File: src/rtl/pc_sequencer.sv
// pc_sequencer: program-counter stage feeding the instruction fetcher.
// Optional bounds checking with a FAULT state is enabled by defining PC_BOUNDS_CHECK_EN.
module pc_sequencer #(
  parameter int BIN_DIG  = 32,
  parameter int MEM_SIZE = 256,
  parameter int PC_WIDTH = $clog2(MEM_SIZE),
  parameter int RESET_PC = 0
) (
  input  logic                clk,
  input  logic                rst_n,
  input  logic                stall,
  input  logic                redirect_valid,
  input  logic [BIN_DIG-1:0]  redirect_pc,
  input  logic                halt_req,
  output logic [PC_WIDTH-1:0] fixed_pc_reg,
  output logic                pc_valid,
  output logic                flush,
  output logic                halted,
  output logic                fault,
  output logic [BIN_DIG-1:0]  fetch_count
);
  typedef enum logic [1:0] {BOOT, RUN, HALT, FAULT} state_t;
  state_t state, state_n;
  logic [PC_WIDTH-1:0] pc_n;
  logic [BIN_DIG-1:0] count_n;
  logic flush_n, oob, at_top;
`ifdef PC_BOUNDS_CHECK_EN
  assign oob = |(redirect_pc >> PC_WIDTH);
  assign at_top = &fixed_pc_reg;
`else
  logic unused_hi;
  assign unused_hi = ^redirect_pc[BIN_DIG-1:PC_WIDTH];
  assign oob = 1'b0;
  assign at_top = 1'b0;
`endif
  always_ff @(posedge clk or negedge rst_n) begin
    if (!rst_n) begin
      state <= BOOT;
      fixed_pc_reg <= PC_WIDTH'(RESET_PC);
      flush <= 1'b0;
      fetch_count <= '0;
    end else begin
      state <= state_n;
      fixed_pc_reg <= pc_n;
      flush <= flush_n;
      fetch_count <= count_n;
    end
  end
  // Priority within RUN: halt > redirect > stall > increment
  always_comb begin
    state_n = state;
    pc_n = fixed_pc_reg;
    flush_n = 1'b0;
    count_n = fetch_count;
    if (state == BOOT) state_n = RUN;
    else if (state == RUN) begin
      if (halt_req) state_n = HALT;
      else if (redirect_valid) begin
        if (oob) state_n = FAULT;
        else begin
          pc_n = redirect_pc[PC_WIDTH-1:0];
          flush_n = 1'b1;
          count_n = fetch_count + BIN_DIG'(1);
        end
      end else if (!stall) begin
        if (at_top) state_n = FAULT;
        else begin
          pc_n = fixed_pc_reg + PC_WIDTH'(1);
          count_n = fetch_count + BIN_DIG'(1);
        end
      end
    end
  end
  always_comb begin
    pc_valid = state == RUN;
    halted = state == HALT;
`ifdef PC_BOUNDS_CHECK_EN
    fault = state == FAULT;
`else
    fault = 1'b0;
`endif
  end
endmodule

File: config.mk
export PLATFORM = sky130hd
export DESIGN_NAME = pc_sequencer
export DESIGN_NICKNAME = d
export VERILOG_FILES = /design/src/rtl/pc_sequencer.sv
export SDC_FILE = /design/constraint.sdc
export NUM_CORES = 1
export LEC_CHECK = 0
export CAP_MARGIN = 20
export CORE_MARGIN = 1
export CORE_UTILIZATION = 46
export CTS_BUF_LIST = sky130_fd_sc_hd__clkbuf_16
export CTS_CLUSTER_DIAMETER = 30
export DETAILED_ROUTE_END_ITERATION = 8
export PLACE_DENSITY_LB_ADDON = 0.25
export SYNTH_ARGS = -nofsm -noshare
export SYNTH_HDL_FRONTEND = slang
export SYNTH_SLANG_ARGS = --single-unit
export TNS_END_PERCENT = 10
File: constraint.sdc
create_clock -name clk -period 4 [get_ports clk]
set_input_delay 1 -clock clk [delete_from_list [all_inputs] [get_ports clk]]
set_output_delay 1 -clock clk [all_outputs]
set_load 0.01 [all_outputs]
==> results of run 1 <==
-- power by group --
part           internal, uW  switching, uW  total, uW
Sequential              452           19.5        472
Clock                   225            156        381
Combinational          57.0           43.4        100
-- synth_stat cells --
cell                        n
sky130_fd_sc_hd__a21o_1     1
sky130_fd_sc_hd__a21oi_1    5
sky130_fd_sc_hd__a22oi_1    3
sky130_fd_sc_hd__and2_1     2
sky130_fd_sc_hd__and2b_1    1
sky130_fd_sc_hd__and3_1     9
sky130_fd_sc_hd__and3_4     1
sky130_fd_sc_hd__and4_1     5
sky130_fd_sc_hd__buf_4      1
sky130_fd_sc_hd__clkbuf_1   3
sky130_fd_sc_hd__clkbuf_2   1
sky130_fd_sc_hd__conb_1     1
sky130_fd_sc_hd__dfrtp_1   43
sky130_fd_sc_hd__ha_1       2
sky130_fd_sc_hd__inv_1      1
sky130_fd_sc_hd__mux2i_1    2
sky130_fd_sc_hd__nand2_1   21
sky130_fd_sc_hd__nand2b_1   1
sky130_fd_sc_hd__nand3_1   15
sky130_fd_sc_hd__nand4_1    6
sky130_fd_sc_hd__nand4b_1   1
sky130_fd_sc_hd__nor2_1    11
sky130_fd_sc_hd__nor2_2     2
sky130_fd_sc_hd__nor2b_1    3
sky130_fd_sc_hd__nor3_1     3
sky130_fd_sc_hd__nor3_2     1
sky130_fd_sc_hd__nor3_4     1
sky130_fd_sc_hd__nor3b_1    1
sky130_fd_sc_hd__nor3b_2    1
sky130_fd_sc_hd__o21ai_0   10
sky130_fd_sc_hd__o22ai_1    1
sky130_fd_sc_hd__or3b_4     1
sky130_fd_sc_hd__or4_4      1
sky130_fd_sc_hd__xnor2_1   25
sky130_fd_sc_hd__xor2_1     6
-- per-stage QoR --
| stage | cell area [um^2] | hold slack, ns |
|---|---|---|
| floorplan | 2030 | 0.484 |
| global placement | 2620 | 0.461 |
| detailed placement | 2620 | 0.463 |
| CTS | 2760 | 0.474 |
| global route | 2760 | 0.484 |
| finish | 2760 | 0.467 |
-- cell type report --
class / instances / share of cell area [%]
sequential: 43 / 39.0
multi-input combinational: 143 / 33.6
timing repair buffer: 56 / 20.0
clock buffer: 5 / 4.54
tap: 50 / 2.27
clock inverter: 3 / 0.454
inverter: 1 / 0.136
-- final timing paths --
check / start / end
hold / removal: fetch_count[31]$_DFFE_PN0P_ / fetch_count[31]$_DFFE_PN0P_
max in group asynchronous: rst_n / fetch_count[28]$_DFFE_PN0P_
setup reg to reg: state[1]$_DFFE_PN0P_ / fetch_count[10]$_DFFE_PN0P_
setup / recovery: redirect_valid / fetch_count[10]$_DFFE_PN0P_
min in group asynchronous: rst_n / fetch_count[23]$_DFFE_PN0P_
hold reg to reg: fetch_count[31]$_DFFE_PN0P_ / fetch_count[31]$_DFFE_PN0P_
-- critical path, cell delays in order --
cell	delay, ns
sky130_fd_sc_hd__clkdlybuf4s50_1	0.45
sky130_fd_sc_hd__buf_4	0.23
sky130_fd_sc_hd__nand2b_1	0.18
sky130_fd_sc_hd__nand2_1	0.30
sky130_fd_sc_hd__or4_4	0.65
sky130_fd_sc_hd__nor2_2	0.11
sky130_fd_sc_hd__xor2_1	0.14
-- logic make-up (layout without fill, tap and decap cells) --
family,Yosys count,in the layout,share of synthesized area [%]
mux,2,2,0.986
other cells,1,1,0.185
flops,43,43,53.0
fa+ha+maj,2,2,1.23
simple gates,87,87,24.4
compound gates,20,20,5.49
xor+xnor,31,31,13.4
buf+inv,6,65,1.36
-- metal layers --
metal	vias up	GRT usage, %	wire [um]
li1	777	-	-
met1	760	27.0	1940
met2	44	31.0	2020
met3	2	6.17	201
met4	0	5.47	17
met5	-	0	0
==> impl_metrics.prom, run 1 <==
# TYPE chip_impl_metric gauge
chip_impl_info{name="start_kind",value="input pin"} 1
chip_impl_metric{name="synthesized_area_per_cell",unit="um^2"} 10.6
chip_impl_metric{name="synthesis.instances",unit=""} 192
chip_impl_metric{name="initial_antenna_violation_count",unit=""} 0
chip_impl_metric{name="tritoncts.num_buffers",unit=""} 5
chip_impl_metric{name="finalSetupViolCount",unit=""} 0
chip_impl_metric{name="ctsResizeCount",unit=""} 0
chip_impl_metric{name="largest_reg_flops",unit=""} 32
chip_impl_metric{name="netlist_area_before_placement",unit="um^2"} 2030
chip_impl_metric{name="clk_latency",unit="ns"} 0.28
chip_impl_metric{name="yosys.cell_types.count",unit=""} 35
chip_impl_metric{name="cts_post_setup_buffers_inserted",unit=""} 0
chip_impl_metric{name="final_period_minus_worst_setup_slack",unit="ns"} 2.88
chip_impl_metric{name="worstPathMaxFanout",unit=""} 21
chip_impl_metric{name="initialDrtViolationCount",unit=""} 101
chip_impl_metric{name="reg2reg_slack",unit="ns"} 1.97
chip_impl_metric{name="worst_ep_arrival_time",unit="ns"} 3.08
chip_impl_metric{name="slew-limit-headroom",unit="%"} 37.9
chip_impl_metric{name="cts-hold-fix-buffers",unit=""} 0
chip_impl_metric{name="fin_skew",unit="ns"} 0.00438
chip_impl_metric{name="worst_slew_pin_slew",unit="ns"} 0.932
chip_impl_metric{name="diodes",unit=""} 0
chip_impl_metric{name="placed_cells_incl_taps",unit=""} 293
chip_impl_metric{name="final_layout_size_suffix_gt1_share",unit="%"} 6.37
chip_impl_metric{name="h_tree_lvls",unit=""} 2
chip_impl_metric{name="hold_path_depth",unit=""} 1
chip_impl_info{name="yosysTopAreaCell",value="sky130_fd_sc_hd__dfrtp_1"} 1
chip_impl_info{name="outcome",value="completed"} 1
chip_impl_metric{name="area_enclosed_by_the_die_boundary",unit="um^2"} 4680
chip_impl_metric{name="detail_route.vias_per_cell",unit=""} 5.26
chip_impl_info{name="worst_setup_path_end_kind",value="register"} 1
chip_impl_metric{name="postSynthRegisterBits",unit=""} 43
chip_impl_metric{name="number_of_port_buffers",unit=""} 55
chip_impl_metric{name="fp.dieW",unit="um"} 68.4
chip_impl_metric{name="post-place-ws",unit="ns"} 0.826
chip_impl_metric{name="clkTransAtPathRegs",unit="ns"} 0.06
chip_impl_metric{name="gp_congestion",unit=""} 0.742
chip_impl_info{name="synth.top_cells.by_area",value="sky130_fd_sc_hd__dfrtp_1 53%, sky130_fd_sc_hd__xnor2_1 11%, sky130_fd_sc_hd__nand2_1 3.9%"} 1
chip_impl_metric{name="floorplan.initialDensity",unit="%"} 49.3
chip_impl_metric{name="io_pins",unit=""} 81
chip_impl_metric{name="clkSinkCount",unit=""} 43
chip_impl_metric{name="dieHeight",unit="um"} 68.4
chip_impl_metric{name="slew_violations",unit=""} 0
chip_impl_metric{name="row_count",unit=""} 23
chip_impl_metric{name="worstRegToRegCells",unit=""} 5
chip_impl_metric{name="pin_count_of_the_biggest_net_entering_global_routing",unit=""} 44
chip_impl_metric{name="totalPowerFinal",unit="uW"} 953
chip_impl_metric{name="synthToLayoutAreaGrowth",unit="%"} 35.9
chip_impl_metric{name="synth_top_area_share",unit="%"} 53.0
chip_impl_info{name="hold_path.class",value="reg2reg"} 1
chip_impl_metric{name="power_leakage",unit="uW"} 0.00120
chip_impl_metric{name="maxCapViolCount",unit=""} 0
chip_impl_metric{name="grt_first_pass_wirelength",unit="mm"} 6.89
chip_impl_metric{name="timing.fmax",unit="GHz"} 0.348
chip_impl_metric{name="dr.pass1.iters",unit=""} 4
chip_impl_info{name="tritoncts",value="built"} 1
chip_impl_metric{name="n_fill_cell",unit=""} 331
chip_impl_metric{name="final_number_of_hold_violating_endpoints",unit=""} 0
chip_impl_metric{name="remaining_number_of_nets_flagged_by_the_antenna_check_after_routing",unit=""} 0
chip_impl_metric{name="post-route-util",unit="%"} 67.0
chip_impl_metric{name="timing.final.crit_share",unit="%"} 71.9
chip_impl_info{name="most_frequent_standard_cell_in_the_layout_excluding_fill_and_tap_cells",value="sky130_fd_sc_hd__clkdlybuf4s50_1"} 1
chip_impl_metric{name="multi_input_area",unit="um^2"} 926
chip_impl_info{name="root_buffer",value="sky130_fd_sc_hd__clkbuf_16"} 1
chip_impl_metric{name="wl_per_cell",unit="um"} 13.9
chip_impl_metric{name="postLayoutSetupSlackWorst",unit="ns"} 1.12
chip_impl_metric{name="drt_wl_total",unit="mm"} 4.18
chip_impl_metric{name="powerDensity",unit="nW/um^2"} 346
chip_impl_metric{name="ys_seq_area_share",unit="%"} 53.0
chip_impl_metric{name="ir_drop",unit="uV"} 241
chip_impl_metric{name="stdcell_count",unit=""} 301
chip_impl_metric{name="routed-via-count",unit=""} 1583
chip_impl_metric{name="cts.path.max_buffers",unit=""} 2
chip_impl_metric{name="gr_ovfl_total",unit=""} 0
chip_impl_metric{name="synthesis.nets",unit=""} 231
chip_impl_metric{name="finalNetCount",unit=""} 289
chip_impl_info{name="rsz_0062_raised_after_global_routing",value="no"} 1
chip_impl_metric{name="grt_pass1_vias",unit=""} 1489
chip_impl_metric{name="track_usage",unit="%"} 20.1
chip_impl_metric{name="ys.warnings.count",unit=""} 0
chip_impl_info{name="final_cell_mix",value="54 x sky130_fd_sc_hd__clkdlybuf4s50_1, 43 x sky130_fd_sc_hd__dfrtp_1, 25 x sky130_fd_sc_hd__xnor2_1"} 1
chip_impl_metric{name="core_region_area",unit="um^2"} 4120
chip_impl_metric{name="crit_required",unit="ns"} 4.20
chip_impl_metric{name="dp.final_hpwl",unit="mm"} 2.99
chip_impl_info{name="worst-setup-path-type",value="in2reg"} 1
chip_impl_metric{name="route.detailed.drc",unit=""} 0
chip_impl_metric{name="seqCellArea",unit="um^2"} 1080
chip_impl_metric{name="setup-tns-final",unit="ns"} 0
(Power assumes the default switching activity.)
==> inputs of run 2 (changes only) <==
Settings changed: CORE_UTILIZATION 46 to 43.
Clock period 4 ns to 2.8 ns, I/O delays scaled along.
==> impl_metrics.prom, run 2 (synthesis gave the netlist of run 1 again) <==
# TYPE chip_impl_metric gauge
chip_impl_info{name="outcome",value="finished with violations"} 1
chip_impl_info{name="violations",value="design-rule violations"} 1
chip_impl_info{name="final_cell_mix",value="54 x sky130_fd_sc_hd__clkdlybuf4s50_1, 43 x sky130_fd_sc_hd__dfrtp_1, 25 x sky130_fd_sc_hd__xnor2_1"} 1
chip_impl_info{name="critical_path.cell_chain",value="clkdlybuf4s50_1 -> nor3b_2 -> and3_1 -> and3_1 -> nand4_1 -> xnor2_1"} 1
chip_impl_metric{name="ctsResizeCount",unit=""} 0
chip_impl_metric{name="powerDensity",unit="nW/um^2"} 518
chip_impl_metric{name="grt_first_pass_wirelength",unit="mm"} 6.87
chip_impl_metric{name="core_region_area",unit="um^2"} 4440
chip_impl_metric{name="pin_count_of_the_biggest_net_entering_global_routing",unit=""} 32
chip_impl_info{name="slowest_stage_cell_crit_path",value="sky130_fd_sc_hd__clkdlybuf4s50_1"} 1
chip_impl_metric{name="gr_ovfl_total",unit=""} 0
chip_impl_metric{name="route.detailed.drc",unit=""} 6
chip_impl_metric{name="final_number_of_hold_violating_endpoints",unit=""} 0
chip_impl_metric{name="area_enclosed_by_the_die_boundary",unit="um^2"} 5000
chip_impl_metric{name="post_dp_cell_area",unit="um^2"} 2650
chip_impl_metric{name="io_pins",unit=""} 81
chip_impl_metric{name="dp.final_hpwl",unit="mm"} 2.97
chip_impl_metric{name="gp_congestion",unit=""} 0.707
chip_impl_metric{name="holdWs",unit="ns"} 0.289
chip_impl_metric{name="slew_violations",unit=""} 0
chip_impl_metric{name="final_period_minus_worst_setup_slack",unit="ns"} 2.20
chip_impl_info{name="most_frequent_standard_cell_in_the_layout_excluding_fill_and_tap_cells",value="sky130_fd_sc_hd__clkdlybuf4s50_1"} 1
chip_impl_metric{name="fp.dieW",unit="um"} 70.7
chip_impl_metric{name="tritoncts.num_buffers",unit=""} 5
chip_impl_metric{name="power_leakage",unit="uW"} 0.00122
chip_impl_metric{name="setup-tns-final",unit="ns"} 0
chip_impl_info{name="worst_setup_path_end_kind",value="register"} 1
chip_impl_metric{name="initial_antenna_violation_count",unit=""} 0
chip_impl_info{name="rsz_0062_raised_after_global_routing",value="no"} 1
chip_impl_metric{name="detail_route.vias_per_cell",unit=""} 5.19
chip_impl_metric{name="fin_skew",unit="ns"} 0.00914
chip_impl_metric{name="timing.final.crit_share",unit="%"} 78.4
chip_impl_metric{name="h_tree_lvls",unit=""} 2
chip_impl_metric{name="worst_path_largest_cell_delay",unit="ns"} 0.47
chip_impl_metric{name="timing.fmax",unit="GHz"} 0.455
chip_impl_info{name="start_kind",value="input pin"} 1
chip_impl_info{name="hold_path.class",value="in2async"} 1
chip_impl_info{name="tritoncts",value="built"} 1
chip_impl_metric{name="clkSinkCount",unit=""} 43
chip_impl_metric{name="number_of_port_buffers",unit=""} 55
chip_impl_metric{name="floorplan.initialDensity",unit="%"} 45.7
chip_impl_metric{name="maxCapViolCount",unit=""} 0
chip_impl_metric{name="remaining_number_of_nets_flagged_by_the_antenna_check_after_routing",unit=""} 0
chip_impl_metric{name="clk_latency",unit="ns"} 0.28
chip_impl_metric{name="wl_per_cell",unit="um"} 13.3
chip_impl_metric{name="diodes",unit=""} 0
chip_impl_metric{name="clkTransAtPathRegs",unit="ns"} 0.06
chip_impl_metric{name="ir_drop",unit="uV"} 344
chip_impl_metric{name="drt_wl_total",unit="mm"} 4.07
chip_impl_metric{name="grt_pass1_vias",unit=""} 1509
chip_impl_metric{name="final_cell_area",unit="um^2"} 2810
chip_impl_metric{name="track_usage",unit="%"} 17.3
chip_impl_metric{name="routed-via-count",unit=""} 1587
chip_impl_info{name="most_common_cell_on_crit_path",value="sky130_fd_sc_hd__and3_1"} 1
chip_impl_metric{name="dieHeight",unit="um"} 70.7
chip_impl_metric{name="synthToLayoutAreaGrowth",unit="%"} 38.5
chip_impl_metric{name="crit_required",unit="ns"} 2.96
chip_impl_metric{name="finalSetupViolCount",unit=""} 0
chip_impl_metric{name="row_count",unit=""} 24
chip_impl_metric{name="cts-hold-fix-buffers",unit=""} 0
chip_impl_metric{name="worst_ep_arrival_time",unit="ns"} 2.36
chip_impl_metric{name="final_layout_size_suffix_gt1_share",unit="%"} 7.87
chip_impl_metric{name="initialDrtViolationCount",unit=""} 79
chip_impl_metric{name="dr.pass1.iters",unit=""} 6
chip_impl_info{name="worst-setup-path-type",value="in2reg"} 1
chip_impl_metric{name="cts.path.max_buffers",unit=""} 2
chip_impl_metric{name="finalNetCount",unit=""} 292
chip_impl_info{name="root_buffer",value="sky130_fd_sc_hd__clkbuf_16"} 1
chip_impl_metric{name="worstPathMaxFanout",unit=""} 6
chip_impl_metric{name="cts_post_setup_buffers_inserted",unit=""} 0
chip_impl_metric{name="largest_reg_flops",unit=""} 32
## run 2: changes by cell type in the layout (fill, tap and decap cells not counted), sizes merged
cell	delta
buf	+3
inv	-2
bufinv	+1
clkinv	+1
## run 2: final timing paths
check | from | to | slack, ns | cells past startpoint
worst max-delay path | halt_req | fetch_count[27]$_DFFE_PN0P_ | 0.60 | 6
worst min-delay path | rst_n | fetch_count[17]$_DFFE_PN0P_ | 0.29 | 1
worst max register to register | fetch_count[8]$_DFFE_PN0P_ | fetch_count[27]$_DFFE_PN0P_ | 0.96 | 5
worst min register to register | fetch_count[31]$_DFFE_PN0P_ | fetch_count[31]$_DFFE_PN0P_ | 0.47 | 1
max in group asynchronous | rst_n | fetch_count[12]$_DFFE_PN0P_ | 1.82 | 2
min in group clk | fetch_count[31]$_DFFE_PN0P_ | fetch_count[31]$_DFFE_PN0P_ | 0.47 | 1
## run 2: stage by stage
step | worst slack, ns | util [%] | total power [uW] | std cells
finish | 0.603 | 63.2 | 1460 | 306
global route | 0.436 | 63.2 | 1520 | 306
CTS | 0.583 | 63.2 | 1470 | 306
detailed placement | 0.309 | 59.5 | 831 | 298
global placement | 0.341 | 59.5 | 828 | 298
floorplan | 0.829 | - | 739 | 192
## run 2: critical path: cells and delay by family
family / cells / cell delay, ns
AND/OR/NAND/NOR: 4 / 1.04
buffers and inverters: 1 / 0.47
XOR/XNOR: 1 / 0.14
## run 2: where the power goes
group / switching (uW) / leakage (uW) / internal (uW) / total (uW)
logic: 62.0 / 0.000563 / 82.5 / 144
registers: 27.7 / 0.000579 / 646 / 673
clock network: 223 / 0.0000812 / 416 / 638
## run 2: layout make-up
class	instances	area (um^2)
fillers	360	1630
flip-flops and latches	43	1080
multi-input cells	143	926
repair buffers	59	576
clock buffers	5	125
well taps	52	65.1
clock inverters	3	38.8
inverters	1	3.75
## run 2: per-layer routing
layer | global-route usage [%] | routed length [um] | vias to the layer above
li1 | - | - | 784
met1 | 23.2 | 1970 | 767
met2 | 28.1 | 1910 | 32
met3 | 3.70 | 157 | 4
met4 | 6.00 | 43 | 0
met5 | 0 | 0 | -
==> inputs of run 3 (changes only) <==
Clock period 2.8 ns to 2.1 ns, I/O delays scaled along.
==> impl_metrics.prom, run 3 (synthesis gave the netlist of run 1 again) <==
# TYPE chip_impl_metric gauge
chip_impl_metric{name="cts.path.max_buffers",unit=""} 2
chip_impl_metric{name="worstPathMaxFanout",unit=""} 5
chip_impl_metric{name="largest_reg_flops",unit=""} 32
chip_impl_info{name="violations",value="design-rule violations"} 1
chip_impl_metric{name="fin_skew",unit="ns"} 0.00410
chip_impl_metric{name="grt_pass1_vias",unit=""} 1530
chip_impl_metric{name="post-route-util",unit="%"} 63.9
chip_impl_info{name="hold_path.class",value="in2async"} 1
chip_impl_metric{name="slew_violations",unit=""} 0
chip_impl_metric{name="grt_first_pass_wirelength",unit="mm"} 6.96
chip_impl_metric{name="diodes",unit=""} 0
chip_impl_metric{name="finalNetCount",unit=""} 300
chip_impl_info{name="most_frequent_standard_cell_in_the_layout_excluding_fill_and_tap_cells",value="sky130_fd_sc_hd__clkdlybuf4s50_1"} 1
chip_impl_metric{name="detail_route.vias_per_cell",unit=""} 5.21
chip_impl_info{name="worst_setup_path_end_kind",value="output pin"} 1
chip_impl_metric{name="wl_per_cell",unit="um"} 13.3
chip_impl_metric{name="route.detailed.drc",unit=""} 6
chip_impl_metric{name="clkTransAtPathRegs",unit="ns"} 0.06
chip_impl_metric{name="routed-via-count",unit=""} 1631
chip_impl_metric{name="gp_congestion",unit=""} 0.715
chip_impl_metric{name="power_leakage",unit="uW"} 0.00125
chip_impl_metric{name="timing.final.crit_share",unit="%"} 95.0
chip_impl_info{name="tritoncts",value="built"} 1
chip_impl_info{name="worst-setup-path-type",value="reg2out"} 1
chip_impl_info{name="final_cell_mix",value="54 x sky130_fd_sc_hd__clkdlybuf4s50_1, 43 x sky130_fd_sc_hd__dfrtp_1, 25 x sky130_fd_sc_hd__xnor2_1"} 1
chip_impl_metric{name="dieHeight",unit="um"} 70.7
chip_impl_info{name="outcome",value="finished with violations"} 1
chip_impl_metric{name="clk_latency",unit="ns"} 0.28
chip_impl_metric{name="dp.final_hpwl",unit="mm"} 3.13
chip_impl_metric{name="dr.pass1.iters",unit=""} 6
chip_impl_metric{name="post_dp_cell_area",unit="um^2"} 2710
chip_impl_metric{name="remaining_number_of_nets_flagged_by_the_antenna_check_after_routing",unit=""} 0
chip_impl_metric{name="gr_ovfl_total",unit=""} 0
chip_impl_metric{name="setup-tns-final",unit="ns"} 0
chip_impl_metric{name="clkSinkCount",unit=""} 43
chip_impl_metric{name="placed_cells_incl_taps",unit=""} 306
chip_impl_info{name="rsz_0062_raised_after_global_routing",value="no"} 1
chip_impl_metric{name="floorplan.initialDensity",unit="%"} 45.7
chip_impl_metric{name="initialDrtViolationCount",unit=""} 68
chip_impl_metric{name="initial_antenna_violation_count",unit=""} 0
chip_impl_metric{name="final_number_of_hold_violating_endpoints",unit=""} 0
chip_impl_metric{name="ir_drop",unit="uV"} 467
chip_impl_metric{name="h_tree_lvls",unit=""} 2
chip_impl_metric{name="io_pins",unit=""} 81
chip_impl_metric{name="fp.dieW",unit="um"} 70.7
chip_impl_metric{name="tritoncts.num_buffers",unit=""} 5
chip_impl_metric{name="timing.fmax",unit="GHz"} 0.502
chip_impl_metric{name="ctsResizeCount",unit=""} 0
chip_impl_metric{name="synthToLayoutAreaGrowth",unit="%"} 40.0
chip_impl_metric{name="finalSetupViolCount",unit=""} 0
chip_impl_metric{name="number_of_port_buffers",unit=""} 55
chip_impl_metric{name="cts_post_setup_buffers_inserted",unit=""} 0
chip_impl_metric{name="maxCapViolCount",unit=""} 0
chip_impl_metric{name="final_period_minus_worst_setup_slack",unit="ns"} 1.99
chip_impl_metric{name="track_usage",unit="%"} 17.6
chip_impl_metric{name="post-place-ws",unit="ns"} -0.139
chip_impl_metric{name="pin_count_of_the_biggest_net_entering_global_routing",unit=""} 21
chip_impl_metric{name="powerDensity",unit="nW/um^2"} 636
chip_impl_metric{name="crit_required",unit="ns"} 1.57
chip_impl_info{name="start_kind",value="register"} 1
chip_impl_metric{name="final_cell_area",unit="um^2"} 2840
chip_impl_metric{name="stdcell_count",unit=""} 313
chip_impl_metric{name="drt_wl_total",unit="mm"} 4.17
chip_impl_metric{name="area_enclosed_by_the_die_boundary",unit="um^2"} 5000
chip_impl_metric{name="cts-hold-fix-buffers",unit=""} 0
chip_impl_metric{name="final_layout_size_suffix_gt1_share",unit="%"} 10.3
chip_impl_metric{name="worst_ep_arrival_time",unit="ns"} 1.47
chip_impl_metric{name="postLayoutSetupSlackWorst",unit="ns"} 0.106
chip_impl_metric{name="row_count",unit=""} 24
chip_impl_info{name="root_buffer",value="sky130_fd_sc_hd__clkbuf_16"} 1
chip_impl_metric{name="core_region_area",unit="um^2"} 4440
-- run 3: cell types whose count changed in the layout (fill, tap and decap cells not counted), sizes merged --
cell / change
bufinv: -1
buf: +8
-- run 3: layer usage --
layer	global-route usage [%]	up-vias	part of all wire (%)
li1	-	802	-
met1	23.9	785	48
met2	27.7	40	46
met3	4.27	4	4.5
met4	6.67	0	0.96
met5	0	-	0
-- run 3: final cells by class --
type                    instances  area, um^2
inverters                       1        3.75
fillers                       377        1600
flip-flops and latches         43        1080
well taps                      52        65.1
multi-input cells             143         926
repair buffers                 67         636
clock inverters                 2        8.76
clock buffers                   5         125
-- run 3: final timing paths --
check                                                 start                     endpoint  slack [ns]  depth (start not counted)
worst max-delay path                   state[1]$_DFFE_PN0P_                     pc_valid        0.11                          2
worst min-delay path                                  rst_n  fetch_count[21]$_DFFE_PN0P_        0.13                          1
worst max register to register   fetch_count[8]$_DFFE_PN0P_  fetch_count[27]$_DFFE_PN0P_        0.33                          5
worst min register to register  fetch_count[31]$_DFFE_PN0P_  fetch_count[31]$_DFFE_PN0P_        0.47                          1
max in group asynchronous                             rst_n  fetch_count[13]$_DFFE_PN0P_        1.45                          2
min in group clk                fetch_count[31]$_DFFE_PN0P_  fetch_count[31]$_DFFE_PN0P_        0.47                          1
-- run 3: stage by stage --
stage | hold slack [ns] | total power (uW)
3_3_place_gp | 0.430 | 1110
2_1_floorplan | 0.229 | 985
4_1_cts | 0.133 | 1830
5_1_grt | 0.150 | 1880
6_report | 0.133 | 1810
3_5_place_dp | 0.432 | 1110
-- run 3: critical path: stages (launching register included) --
cell and delay, ns:
sky130_fd_sc_hd__dfrtp_1 0.43, sky130_fd_sc_hd__nor2b_1 0.20, sky130_fd_sc_hd__clkdlybuf4s50_1 0.57
-- run 3: power breakdown --
part           total, uW  switching [uW]  leakage [uW]  internal [uW]
clock network        712             285     0.0000671            427
logic                196            83.2      0.000603            112
registers            898            37.0      0.000579            861
